==> src/rtl/axi_ar_error_responder_pkg.sv <==
// Shared definitions for the AXI node read-path error responder: RRESP encodings
// and the error-burst FSM state type.
package axi_ar_error_responder_pkg;

    localparam logic [1:0] AXI_RESP_OKAY   = 2'b00;
    localparam logic [1:0] AXI_RESP_EXOKAY = 2'b01;
    localparam logic [1:0] AXI_RESP_SLVERR = 2'b10;
    localparam logic [1:0] AXI_RESP_DECERR = 2'b11;

    typedef enum logic [1:0] {
        ERR_IDLE  = 2'd0,
        ERR_DRAIN = 2'd1,
        ERR_SEND  = 2'd2
    } err_state_e;

endpackage

==> src/rtl/axi_ar_error_responder_if.sv <==
// Decoder-side control and error R channel of the read error responder.
// The master modport is the decoder/R-mux side; the slave modport is the responder.
interface axi_ar_error_responder_if #(
    parameter int AXI_ID_WIDTH   = 4,
    parameter int AXI_USER_WIDTH = 6,
    parameter int AXI_DATA_WIDTH = 64
);
    logic                      incr_req_i;
    logic                      r_done_i;
    logic                      full_counter_o;
    logic                      outstanding_trans_o;
    logic                      sample_ardata_info_i;
    logic [AXI_ID_WIDTH-1:0]   arid_i;
    logic [7:0]                arlen_i;
    logic [AXI_USER_WIDTH-1:0] aruser_i;
    logic                      error_req_i;
    logic                      error_gnt_o;
    logic                      err_rvalid_o;
    logic                      err_rready_i;
    logic [AXI_ID_WIDTH-1:0]   err_rid_o;
    logic [AXI_DATA_WIDTH-1:0] err_rdata_o;
    logic [1:0]                err_rresp_o;
    logic                      err_rlast_o;
    logic [AXI_USER_WIDTH-1:0] err_ruser_o;

    modport master (
        output incr_req_i, r_done_i, sample_ardata_info_i, arid_i, arlen_i, aruser_i,
               error_req_i, err_rready_i,
        input  full_counter_o, outstanding_trans_o, error_gnt_o, err_rvalid_o,
               err_rid_o, err_rdata_o, err_rresp_o, err_rlast_o, err_ruser_o
    );

    modport slave (
        input  incr_req_i, r_done_i, sample_ardata_info_i, arid_i, arlen_i, aruser_i,
               error_req_i, err_rready_i,
        output full_counter_o, outstanding_trans_o, error_gnt_o, err_rvalid_o,
               err_rid_o, err_rdata_o, err_rresp_o, err_rlast_o, err_ruser_o
    );
endinterface

==> src/rtl/axi_outstanding_counter.sv <==
// Saturating up/down counter of read bursts in flight to real targets, with
// full and non-empty flags decoded from the registered count.
module axi_outstanding_counter #(
    parameter int MAX_OUTSTANDING = 8,
    parameter int CNT_WIDTH       = $clog2(MAX_OUTSTANDING + 1)
) (
    input  logic clk,
    input  logic rst_n,
    input  logic incr_req,
    input  logic r_done,
    output logic full_counter,
    output logic outstanding_trans
);
    localparam logic [CNT_WIDTH-1:0] CNT_MAX = CNT_WIDTH'(MAX_OUTSTANDING);

    logic [CNT_WIDTH-1:0] count_reg;
    logic [CNT_WIDTH-1:0] count_next;

    always_comb begin
        count_next = count_reg;
        if (incr_req && !r_done && (count_reg != CNT_MAX)) begin
            count_next = count_reg + 1'b1;
        end else if (r_done && !incr_req && (count_reg != '0)) begin
            count_next = count_reg - 1'b1;
        end
    end

    always_ff @(posedge clk or negedge rst_n) begin
        if (!rst_n) begin
            count_reg <= '0;
        end else begin
            count_reg <= count_next;
        end
    end

    assign full_counter      = (count_reg == CNT_MAX);
    assign outstanding_trans = (count_reg != '0);

    always_ff @(posedge clk) begin
        if (rst_n) begin
            assert (!(incr_req && !r_done && full_counter))
                else $error("outstanding counter: increment while full");
            assert (!(r_done && !incr_req && !outstanding_trans))
                else $error("outstanding counter: decrement while empty");
        end
    end

endmodule

==> src/rtl/axi_ar_error_responder.sv <==
// Captures an unmapped AR, waits for earlier reads to drain, then plays out a
// full DECERR burst on the error R channel and grants the decoder on its last beat.
module axi_ar_error_responder
    import axi_ar_error_responder_pkg::*;
#(
    parameter int          AXI_ID_WIDTH     = 4,
    parameter int          AXI_USER_WIDTH   = 6,
    parameter int          AXI_DATA_WIDTH   = 64,
    parameter int          MAX_OUTSTANDING  = 8,
    parameter logic [31:0] ERR_DATA_PATTERN = 32'hBADACCE5
) (
    input  logic                   clk,
    input  logic                   rst_n,
    axi_ar_error_responder_if.slave bus
);
    localparam int PATTERN_REPS = AXI_DATA_WIDTH / 32;
    localparam int PATTERN_TAIL = AXI_DATA_WIDTH % 32;

    err_state_e                state_reg, state_next;
    logic [7:0]                beat_cnt_reg, beat_cnt_next;
    logic [AXI_ID_WIDTH-1:0]   arid_reg, arid_next;
    logic [AXI_USER_WIDTH-1:0] aruser_reg, aruser_next;

    logic                      rvalid, rlast, gnt;
    logic [AXI_ID_WIDTH-1:0]   rid;
    logic [AXI_USER_WIDTH-1:0] ruser;
    logic [1:0]                rresp;
    logic [AXI_DATA_WIDTH-1:0] rdata;
    logic [AXI_DATA_WIDTH-1:0] err_data;
    logic                      full_counter, outstanding_trans;

    // The decoder raises error_req alongside the sample strobe; only the strobe matters here.
    logic unused_error_req;
    assign unused_error_req = bus.error_req_i;

    genvar gi;
    generate
        for (gi = 0; gi < PATTERN_REPS; gi++) begin : g_pattern
            assign err_data[gi*32 +: 32] = ERR_DATA_PATTERN;
        end
        if (PATTERN_TAIL != 0) begin : g_pattern_tail
            assign err_data[AXI_DATA_WIDTH-1 : PATTERN_REPS*32] = ERR_DATA_PATTERN[PATTERN_TAIL-1:0];
        end
    endgenerate

    axi_outstanding_counter #(
        .MAX_OUTSTANDING(MAX_OUTSTANDING)
    ) u_counter (
        .clk              (clk),
        .rst_n            (rst_n),
        .incr_req         (bus.incr_req_i),
        .r_done           (bus.r_done_i),
        .full_counter     (full_counter),
        .outstanding_trans(outstanding_trans)
    );

    always_ff @(posedge clk or negedge rst_n) begin
        if (!rst_n) begin
            state_reg    <= ERR_IDLE;
            beat_cnt_reg <= '0;
            arid_reg     <= '0;
            aruser_reg   <= '0;
        end else begin
            state_reg    <= state_next;
            beat_cnt_reg <= beat_cnt_next;
            arid_reg     <= arid_next;
            aruser_reg   <= aruser_next;
        end
    end

    always_comb begin
        state_next    = state_reg;
        beat_cnt_next = beat_cnt_reg;
        arid_next     = arid_reg;
        aruser_next   = aruser_reg;
        rvalid        = 1'b0;
        rlast         = 1'b0;
        gnt           = 1'b0;
        rid           = '0;
        ruser         = '0;
        rresp         = AXI_RESP_OKAY;
        rdata         = '0;
        unique case (state_reg)
            ERR_IDLE: begin
                if (bus.sample_ardata_info_i) begin
                    state_next    = ERR_DRAIN;
                    arid_next     = bus.arid_i;
                    aruser_next   = bus.aruser_i;
                    beat_cnt_next = bus.arlen_i;
                end
            end
            ERR_DRAIN: begin
                if (!outstanding_trans) begin
                    state_next = ERR_SEND;
                end
            end
            ERR_SEND: begin
                // Payload comes only from registers, so it holds steady under backpressure.
                rvalid = 1'b1;
                rresp  = AXI_RESP_DECERR;
                rid    = arid_reg;
                ruser  = aruser_reg;
                rdata  = err_data;
                rlast  = (beat_cnt_reg == 8'd0);
                if (bus.err_rready_i) begin
                    if (rlast) begin
                        gnt        = 1'b1;
                        state_next = ERR_IDLE;
                    end else begin
                        beat_cnt_next = beat_cnt_reg - 8'd1;
                    end
                end
            end
            default: state_next = ERR_IDLE;
        endcase
    end

    assign bus.full_counter_o      = full_counter;
    assign bus.outstanding_trans_o = outstanding_trans;
    assign bus.error_gnt_o         = gnt;
    assign bus.err_rvalid_o        = rvalid;
    assign bus.err_rid_o           = rid;
    assign bus.err_rdata_o         = rdata;
    assign bus.err_rresp_o         = rresp;
    assign bus.err_rlast_o         = rlast;
    assign bus.err_ruser_o         = ruser;

    always_ff @(posedge clk) begin
        if (rst_n) begin
            assert (!(bus.sample_ardata_info_i && (state_reg != ERR_IDLE)))
                else $error("error responder: sample strobe outside IDLE");
            assert (!(bus.incr_req_i && (state_reg == ERR_DRAIN)))
                else $error("error responder: new target read while draining");
        end
    end

endmodule

==> src/flat_wrapper.sv <==
// flat-port wrapper written by rule: the top's interface ports become plain ports
module axi_ar_error_responder_flat import axi_ar_error_responder_pkg::*;
#(
    parameter int          AXI_ID_WIDTH     = 4,
    parameter int          AXI_USER_WIDTH   = 6,
    parameter int          AXI_DATA_WIDTH   = 64,
    parameter int          MAX_OUTSTANDING  = 8,
    parameter logic [31:0] ERR_DATA_PATTERN = 32'hBADACCE5
)
  (clk, rst_n, bus_incr_req_i, bus_r_done_i, bus_sample_ardata_info_i, bus_arid_i, bus_arlen_i, bus_aruser_i, bus_error_req_i, bus_err_rready_i, bus_full_counter_o, bus_outstanding_trans_o, bus_error_gnt_o, bus_err_rvalid_o, bus_err_rid_o, bus_err_rdata_o, bus_err_rresp_o, bus_err_rlast_o, bus_err_ruser_o);
  axi_ar_error_responder_if #(.AXI_ID_WIDTH(AXI_ID_WIDTH), .AXI_USER_WIDTH(AXI_USER_WIDTH), .AXI_DATA_WIDTH(AXI_DATA_WIDTH)) bus_i ();
  input  logic clk;
  input  logic rst_n;
  input wire logic [$bits(bus_i.incr_req_i)-1:0] bus_incr_req_i;
  input wire logic [$bits(bus_i.r_done_i)-1:0] bus_r_done_i;
  input wire logic [$bits(bus_i.sample_ardata_info_i)-1:0] bus_sample_ardata_info_i;
  input wire logic [$bits(bus_i.arid_i)-1:0] bus_arid_i;
  input wire logic [$bits(bus_i.arlen_i)-1:0] bus_arlen_i;
  input wire logic [$bits(bus_i.aruser_i)-1:0] bus_aruser_i;
  input wire logic [$bits(bus_i.error_req_i)-1:0] bus_error_req_i;
  input wire logic [$bits(bus_i.err_rready_i)-1:0] bus_err_rready_i;
  output wire logic [$bits(bus_i.full_counter_o)-1:0] bus_full_counter_o;
  output wire logic [$bits(bus_i.outstanding_trans_o)-1:0] bus_outstanding_trans_o;
  output wire logic [$bits(bus_i.error_gnt_o)-1:0] bus_error_gnt_o;
  output wire logic [$bits(bus_i.err_rvalid_o)-1:0] bus_err_rvalid_o;
  output wire logic [$bits(bus_i.err_rid_o)-1:0] bus_err_rid_o;
  output wire logic [$bits(bus_i.err_rdata_o)-1:0] bus_err_rdata_o;
  output wire logic [$bits(bus_i.err_rresp_o)-1:0] bus_err_rresp_o;
  output wire logic [$bits(bus_i.err_rlast_o)-1:0] bus_err_rlast_o;
  output wire logic [$bits(bus_i.err_ruser_o)-1:0] bus_err_ruser_o;
  assign bus_i.incr_req_i = bus_incr_req_i;
  assign bus_i.r_done_i = bus_r_done_i;
  assign bus_i.sample_ardata_info_i = bus_sample_ardata_info_i;
  assign bus_i.arid_i = bus_arid_i;
  assign bus_i.arlen_i = bus_arlen_i;
  assign bus_i.aruser_i = bus_aruser_i;
  assign bus_i.error_req_i = bus_error_req_i;
  assign bus_i.err_rready_i = bus_err_rready_i;
  assign bus_full_counter_o = bus_i.full_counter_o;
  assign bus_outstanding_trans_o = bus_i.outstanding_trans_o;
  assign bus_error_gnt_o = bus_i.error_gnt_o;
  assign bus_err_rvalid_o = bus_i.err_rvalid_o;
  assign bus_err_rid_o = bus_i.err_rid_o;
  assign bus_err_rdata_o = bus_i.err_rdata_o;
  assign bus_err_rresp_o = bus_i.err_rresp_o;
  assign bus_err_rlast_o = bus_i.err_rlast_o;
  assign bus_err_ruser_o = bus_i.err_ruser_o;
  axi_ar_error_responder #(.AXI_ID_WIDTH(AXI_ID_WIDTH), .AXI_USER_WIDTH(AXI_USER_WIDTH), .AXI_DATA_WIDTH(AXI_DATA_WIDTH), .MAX_OUTSTANDING(MAX_OUTSTANDING), .ERR_DATA_PATTERN(ERR_DATA_PATTERN)) u_core (.clk(clk), .rst_n(rst_n), .bus(bus_i));
endmodule
==> config.mk <==
export PLATFORM = sky130hd
export DESIGN_NAME = axi_ar_error_responder_flat
export DESIGN_NICKNAME = d
export VERILOG_FILES = /design/src/rtl/axi_ar_error_responder_pkg.sv /design/src/rtl/axi_ar_error_responder_if.sv /design/src/rtl/axi_outstanding_counter.sv /design/src/rtl/axi_ar_error_responder.sv /design/src/flat_wrapper.sv
export SDC_FILE = /design/constraint.sdc
export NUM_CORES = 1
export LEC_CHECK = 0
export BUFFER_PORTS_ARGS = -buffer_cell sky130_fd_sc_hd__buf_2
export CORE_MARGIN = 2
export CORE_UTILIZATION = 40
export DETAILED_ROUTE_END_ITERATION = 16
export MAX_ROUTING_LAYER = met4
export PLACE_DENSITY = 0.73
export SLEW_MARGIN = 20
export SYNTH_ARGS = -nofsm -noshare
export SYNTH_HDL_FRONTEND = slang
export SYNTH_SLANG_ARGS = --single-unit
==> constraint.sdc <==
create_clock -name clk -period 2.46 [get_ports clk]
set_input_delay 0.492 -clock clk [delete_from_list [all_inputs] [get_ports clk]]
set_output_delay 0.492 -clock clk [all_outputs]
set_load 0.05 [all_outputs]
==> results of run 1 <==
[where the power goes]
group | switching [mW] | internal, mW
Sequential | 0.161 | 0.589
Clock | 0.128 | 0.217
Combinational | 1.01 | 0.430
Total | 1.30 | 1.24
[critical path, delay by kind of cell (launching register included)]
family / cells / cell delay, ns
simple gates: 1 / 0.42
flops: 1 / 0.41
fa+ha+maj: 1 / 0.25
mux: 1 / 0.51
compound gates: 3 / 0.58
[layout make-up]
cell class / instances / area [sq um] / share of cell area, %
Clock buffer: 3 / 41.3 / 2.02
Clock inverter: 1 / 30.0 / 1.47
Inverter: 6 / 22.5 / 1.10
Multi-Input combinational cell: 141 / 847 / 41.5
Sequential cell: 24 / 601 / 29.4
Tap cell: 54 / 67.6 / 3.31
Timing Repair Buffer: 83 / 432 / 21.2
[layer usage]
metal  up-vias  share of wire [%]  wire [microns]  global-route usage, %
met3         2                6.7             232                   1.24
met5         -                  0               0                      -
met2        73                 51            1770                   23.0
met1       670                 41            1430                   16.0
met4         0               0.81              28                   3.70
li1        698                  -               -                      -
[worst max-delay path by stage]
stage	start	to	slack [ns]	depth (start not counted)
floorplan	u_core.u_counter.count_reg[0]	u_core.u_counter.count_reg[3]	0.18	6
global placement	bus_r_done_i	u_core.u_counter.count_reg[3]	0.16	7
detailed placement	bus_r_done_i	u_core.u_counter.count_reg[3]	0.12	7
CTS	u_core.state_reg[0]	bus_error_gnt_o	0.09	5
global route	u_core.state_reg[0]	bus_error_gnt_o	0.04	5
finish	u_core.u_counter.count_reg[2]	u_core.u_counter.count_reg[3]	0.15	6
[through the flow]
stage	instances	hold slack, ns	power (mW)
after floorplan	242	0.196	2.05
after CTS	312	0.216	2.55
after global placement	308	0.450	2.16
after global routing	312	0.237	2.72
after detailed placement	308	0.457	2.20
final	312	0.197	2.53
[Yosys cell counts, types with 3 or more instances]
| library cell | count | area (sq um) |
|---|---|---|
| buf_2 | 3 | 15.0 |
| inv_1 | 5 | 18.8 |
| nand2_1 | 34 | 128 |
| buf_4 | 66 | 495 |
| nor3b_1 | 3 | 22.5 |
| and2_1 | 11 | 68.8 |
| o21ai_0 | 4 | 20.0 |
| o2bb2ai_1 | 3 | 26.3 |
| a211oi_1 | 4 | 30.0 |
| nor2_1 | 7 | 26.3 |
| dfrtp_1 | 24 | 601 |
| a21oi_1 | 7 | 35.0 |
| ha_1 | 4 | 50.1 |
[cell families after synthesis]
group	share of synthesized area, %
fa+ha+maj	3.70
mux	3.43
flops	31.7
other cells	0.198
compound gates	10.9
simple gates	20.6
xor+xnor	0.925
buf+inv	28.5
==> flow_metrics.tcl, run 1 <==
set metrics [dict create \
    skew_ns 0.00115 \
    design_area_sq_mm 0.00204 \
    ys.flop_type "dfrtp_1" \
    vdd_drop_max_uv 399 \
    drt_iter0_drc 63 \
    rows 25 \
    final_common_cell "buf_2" \
    hold_buffers 0 \
    setup_slack_ns 0.154 \
    first_pass_iters 4 \
    cts_made_buffers 3 \
    grt_pass1_vias 1168 \
    ant_nets 0 \
    criticalPathCategory "register to register" \
    reg2reg_to "u_core.u_counter.count_reg[3]" \
    drive_gt1_share_pct 39.9 \
    p_per_area_mw_per_mm2 1240 \
    hold_viol_final 0 \
    fin_util_pct 44.1 \
    cts.sinks 24 \
    fin_crit_ns 2.31 \
    required_ns 2.60 \
    fin_nets 289 \
    reg2reg_depth 6 \
    max_slew_margin_pct 64.3 \
    wire_per_inst_microns 11.1 \
    cts_root_buf "clkbuf_8" \
    hp-class "input pin to async pin" \
    start_util_pct 40.9 \
    path_max_fanout 5 \
    largest_reg_flops 8 \
    synth_cell_types 44 \
    finalSetupViolations 0 \
    cpPeakStageDelay_ns 0.51 \
    syn-cell-area_sq_mm 0.00189 \
    cts.path.max_buffers 2 \
    path_cells "or3_4 -> o21ai_4 -> ha_1 -> a21o_2 -> a21oi_1 -> mux4_2" \
    critPathSlowestCell "mux4_2" \
    post_cts_resized 0 \
    die_w_microns 72.8 \
    coreArea_sq_mm 0.00463 \
    cts.reportedPaths.clkPinSlew_ns 0.09 \
    fillers 475 \
    grt_antenna_before_repair 0 \
    ys_warn_count 0 \
    regToRegSetupSlack_ns 0.15 \
    grt_setup_unrepaired "no" \
    grt_max_degree 52 \
    worst_pin_slew_ns 0.536 \
    ys_ff_latch 24 \
    cp.arrival_ns 2.45 \
    layout_common_cells "buf_2 (78), nand2_1 (34), conb_1 (26)" \
    area_growth_pct 7.73 \
    finalSetupTns_ns 0 \
    max-cap-violations 0 \
    max_freq_mhz 434 \
    status "completed" \
    cts_tree "built" \
    io_pins 106 \
    netlist_instances 217 \
    place.gp.congestion 0.919 \
    end_kind "register" \
    drc 0 \
    portBuffers 78 \
    antenna_cells 0 \
    slew_violations 0 \
    async_reset_ff_share_pct 100 \
    dieArea_sq_mm 0.00530 \
    syn_area_per_cell_sq_um 8.73 \
    seq_area_frac_synth_pct 31.7 \
    dp_hpwl_mm 2.74 \
    grt_pass1_wl_mm 5.35 \
    placed_area_sq_mm 0.00197 \
    grt_usage_pct 13.1 \
    leakagePower_nw 1.16 \
    synth_edf_count 0 \
    insertion_delay_ns 0.26 \
    routed_wl_mm 3.47 \
    fin_crit_sh_pct 93.7 \
    cp-start-kind "register" \
    r2r_start "u_core.u_counter.count_reg[2]" \
    grt_overflow 0 \
    vias 1443 \
    htreeDepth 1 \
    cts_setup_buffers 0 \
    viasPerCell 4.63 \
    dp_slack_ns 0.125 \
    die_h_microns 72.8 \
]
(Power assumes the default switching activity.)
==> run 2, diff against run 1 <==
- CORE_MARGIN: 2 -> 8
==> run 2 against run 1 <==
Final cell count decreased by 0.64%. Worst setup slack got worse by 0.058 ns. Clock power shrank 36%. Sequential cell count is the same. Highest routed layer unchanged.
==> flow_metrics.tcl, run 2 (synthesis gave the netlist of run 1 again) <==
set metrics [dict create \
    finalSetupViolations 0 \
    grt_usage_pct 11.8 \
    fin_crit_sh_pct 96.1 \
    leakagePower_nw 1.14 \
    start_util_pct 40.9 \
    cts.reportedPaths.clkPinSlew_ns 0.08 \
    finalSetupTns_ns 0 \
    grt_overflow 0 \
    drc 0 \
    cts_made_buffers 3 \
    die_w_microns 84.8 \
    dieArea_sq_mm 0.00719 \
    placed_area_sq_mm 0.00197 \
    grt_max_degree 54 \
    dp_hpwl_mm 3.39 \
    portBuffers 78 \
    max_freq_mhz 423 \
    path_cells "nand2b_1 -> clkinvlp_4 -> buf_12 -> and2_1 -> buf_2" \
    instances_no_fill 310 \
    fin_util_pct 43.5 \
    power_mw 2.43 \
    cts_tree "built" \
    cts_root_buf "clkbuf_8" \
    hold_viol_final 0 \
    p_per_area_mw_per_mm2 1200 \
    layout_common_cells "buf_2 (78), nand2_1 (34), conb_1 (26)" \
    placed_cells 307 \
    io_pins 106 \
    worst_pin_slew_ns 0.533 \
    first_pass_iters 4 \
    design_area_sq_mm 0.00202 \
    cpPeakStageDelay_ns 0.43 \
    grt_setup_unrepaired "no" \
    fin_crit_ns 2.36 \
    skew_ns 0.00160 \
    antenna_cells 0 \
    dp_slack_ns 0.116 \
    setup_slack_ns 0.0963 \
    grt_pass1_vias 1489 \
    critPathSlowestCell "dfrtp_1" \
    criticalPathCategory "register to output pin" \
    insertion_delay_ns 0.26 \
    end_kind "output pin" \
    crit_family "buffers and inverters" \
    rows 25 \
    r2r_start "u_core.u_counter.count_reg[0]" \
    cts.path.max_buffers 2 \
    vias 1449 \
    grt_pass1_wl_mm 6.93 \
    grt_antenna_before_repair 0 \
    required_ns 1.97 \
    largest_reg_flops 8 \
    slew_violations 0 \
    hp-class "input pin to async pin" \
    max_slew_margin_pct 64.5 \
    die_h_microns 84.8 \
    coreArea_sq_mm 0.00463 \
    viasPerCell 4.67 \
    cts.sinks 24 \
    status "completed" \
    cts_setup_buffers 0 \
    path_max_fanout 53 \
    ant_nets 0 \
    cp-start-kind "register" \
    cp.arrival_ns 1.87 \
    hold_slack_ns 0.203 \
    drt_iter0_drc 82 \
    wire_per_inst_microns 13.3 \
    htreeDepth 1 \
    drive_gt1_share_pct 39.8 \
    vdd_drop_max_uv 372 \
    max-cap-violations 0 \
    final_common_cell "buf_2" \
    area_growth_pct 6.41 \
    fin_nets 288 \
    routed_wl_mm 4.13 \
    place.gp.congestion 0.904 \
    timing.critical_path.buf_inv 3 \
    startpoint "u_core.state_reg[0]" \
]
[run 2: cell types whose count changed in the layout (fill, tap and decap cells not counted), sizes merged]
cell,before,now
clkinvlp,0,1
bufinv,1,0
clkinv,1,0
buf,83,82
[run 2: worst paths after layout]
path                                                 end  slack (ns)  cells past startpoint
min                               u_core.beat_cnt_reg[1]        0.20                      1
max                                   bus_err_ruser_o[3]         0.1                      5
max in group asynchronous  u_core.u_counter.count_reg[1]        1.90                      1
min reg2reg                         u_core.aruser_reg[3]        0.47                      2
max reg2reg                u_core.u_counter.count_reg[3]        0.17                      6
min in group clk                    u_core.aruser_reg[3]        0.42                      3
[run 2: where the power goes]
| part | total [mW] | switching, mW | internal [mW] |
|---|---|---|---|
| registers | 0.752 | 0.163 | 0.589 |
| clock network | 0.223 | 0.114 | 0.109 |
| logic | 1.45 | 1.02 | 0.430 |
[run 2: area by class of cell]
| cell class | instances | area (sq um) |
|---|---|---|
| clock buffer | 3 | 41.3 |
| fill | 477 | 2610 |
| inverter | 6 | 26.3 |
| multi-input combinational | 141 | 847 |
| sequential | 24 | 601 |
| tap | 54 | 67.6 |
| timing repair buffer | 82 | 433 |
[run 2: what timing repair did]
item | 4_1_cts | 5_1_grt
hold buffers | 0 | 0
gates resized for setup | 0 | 1
endpoints found under the setup margin | 0 | 10
[run 2: per-layer routing]
layer / track usage, % / routed length, microns / up-vias
met5: - / 0 / -
met4: 4.53 / 40 / 0
met3: 5.79 / 590 / 2
met2: 19.8 / 1940 / 85
met1: 11.6 / 1550 / 662
li1: - / - / 700
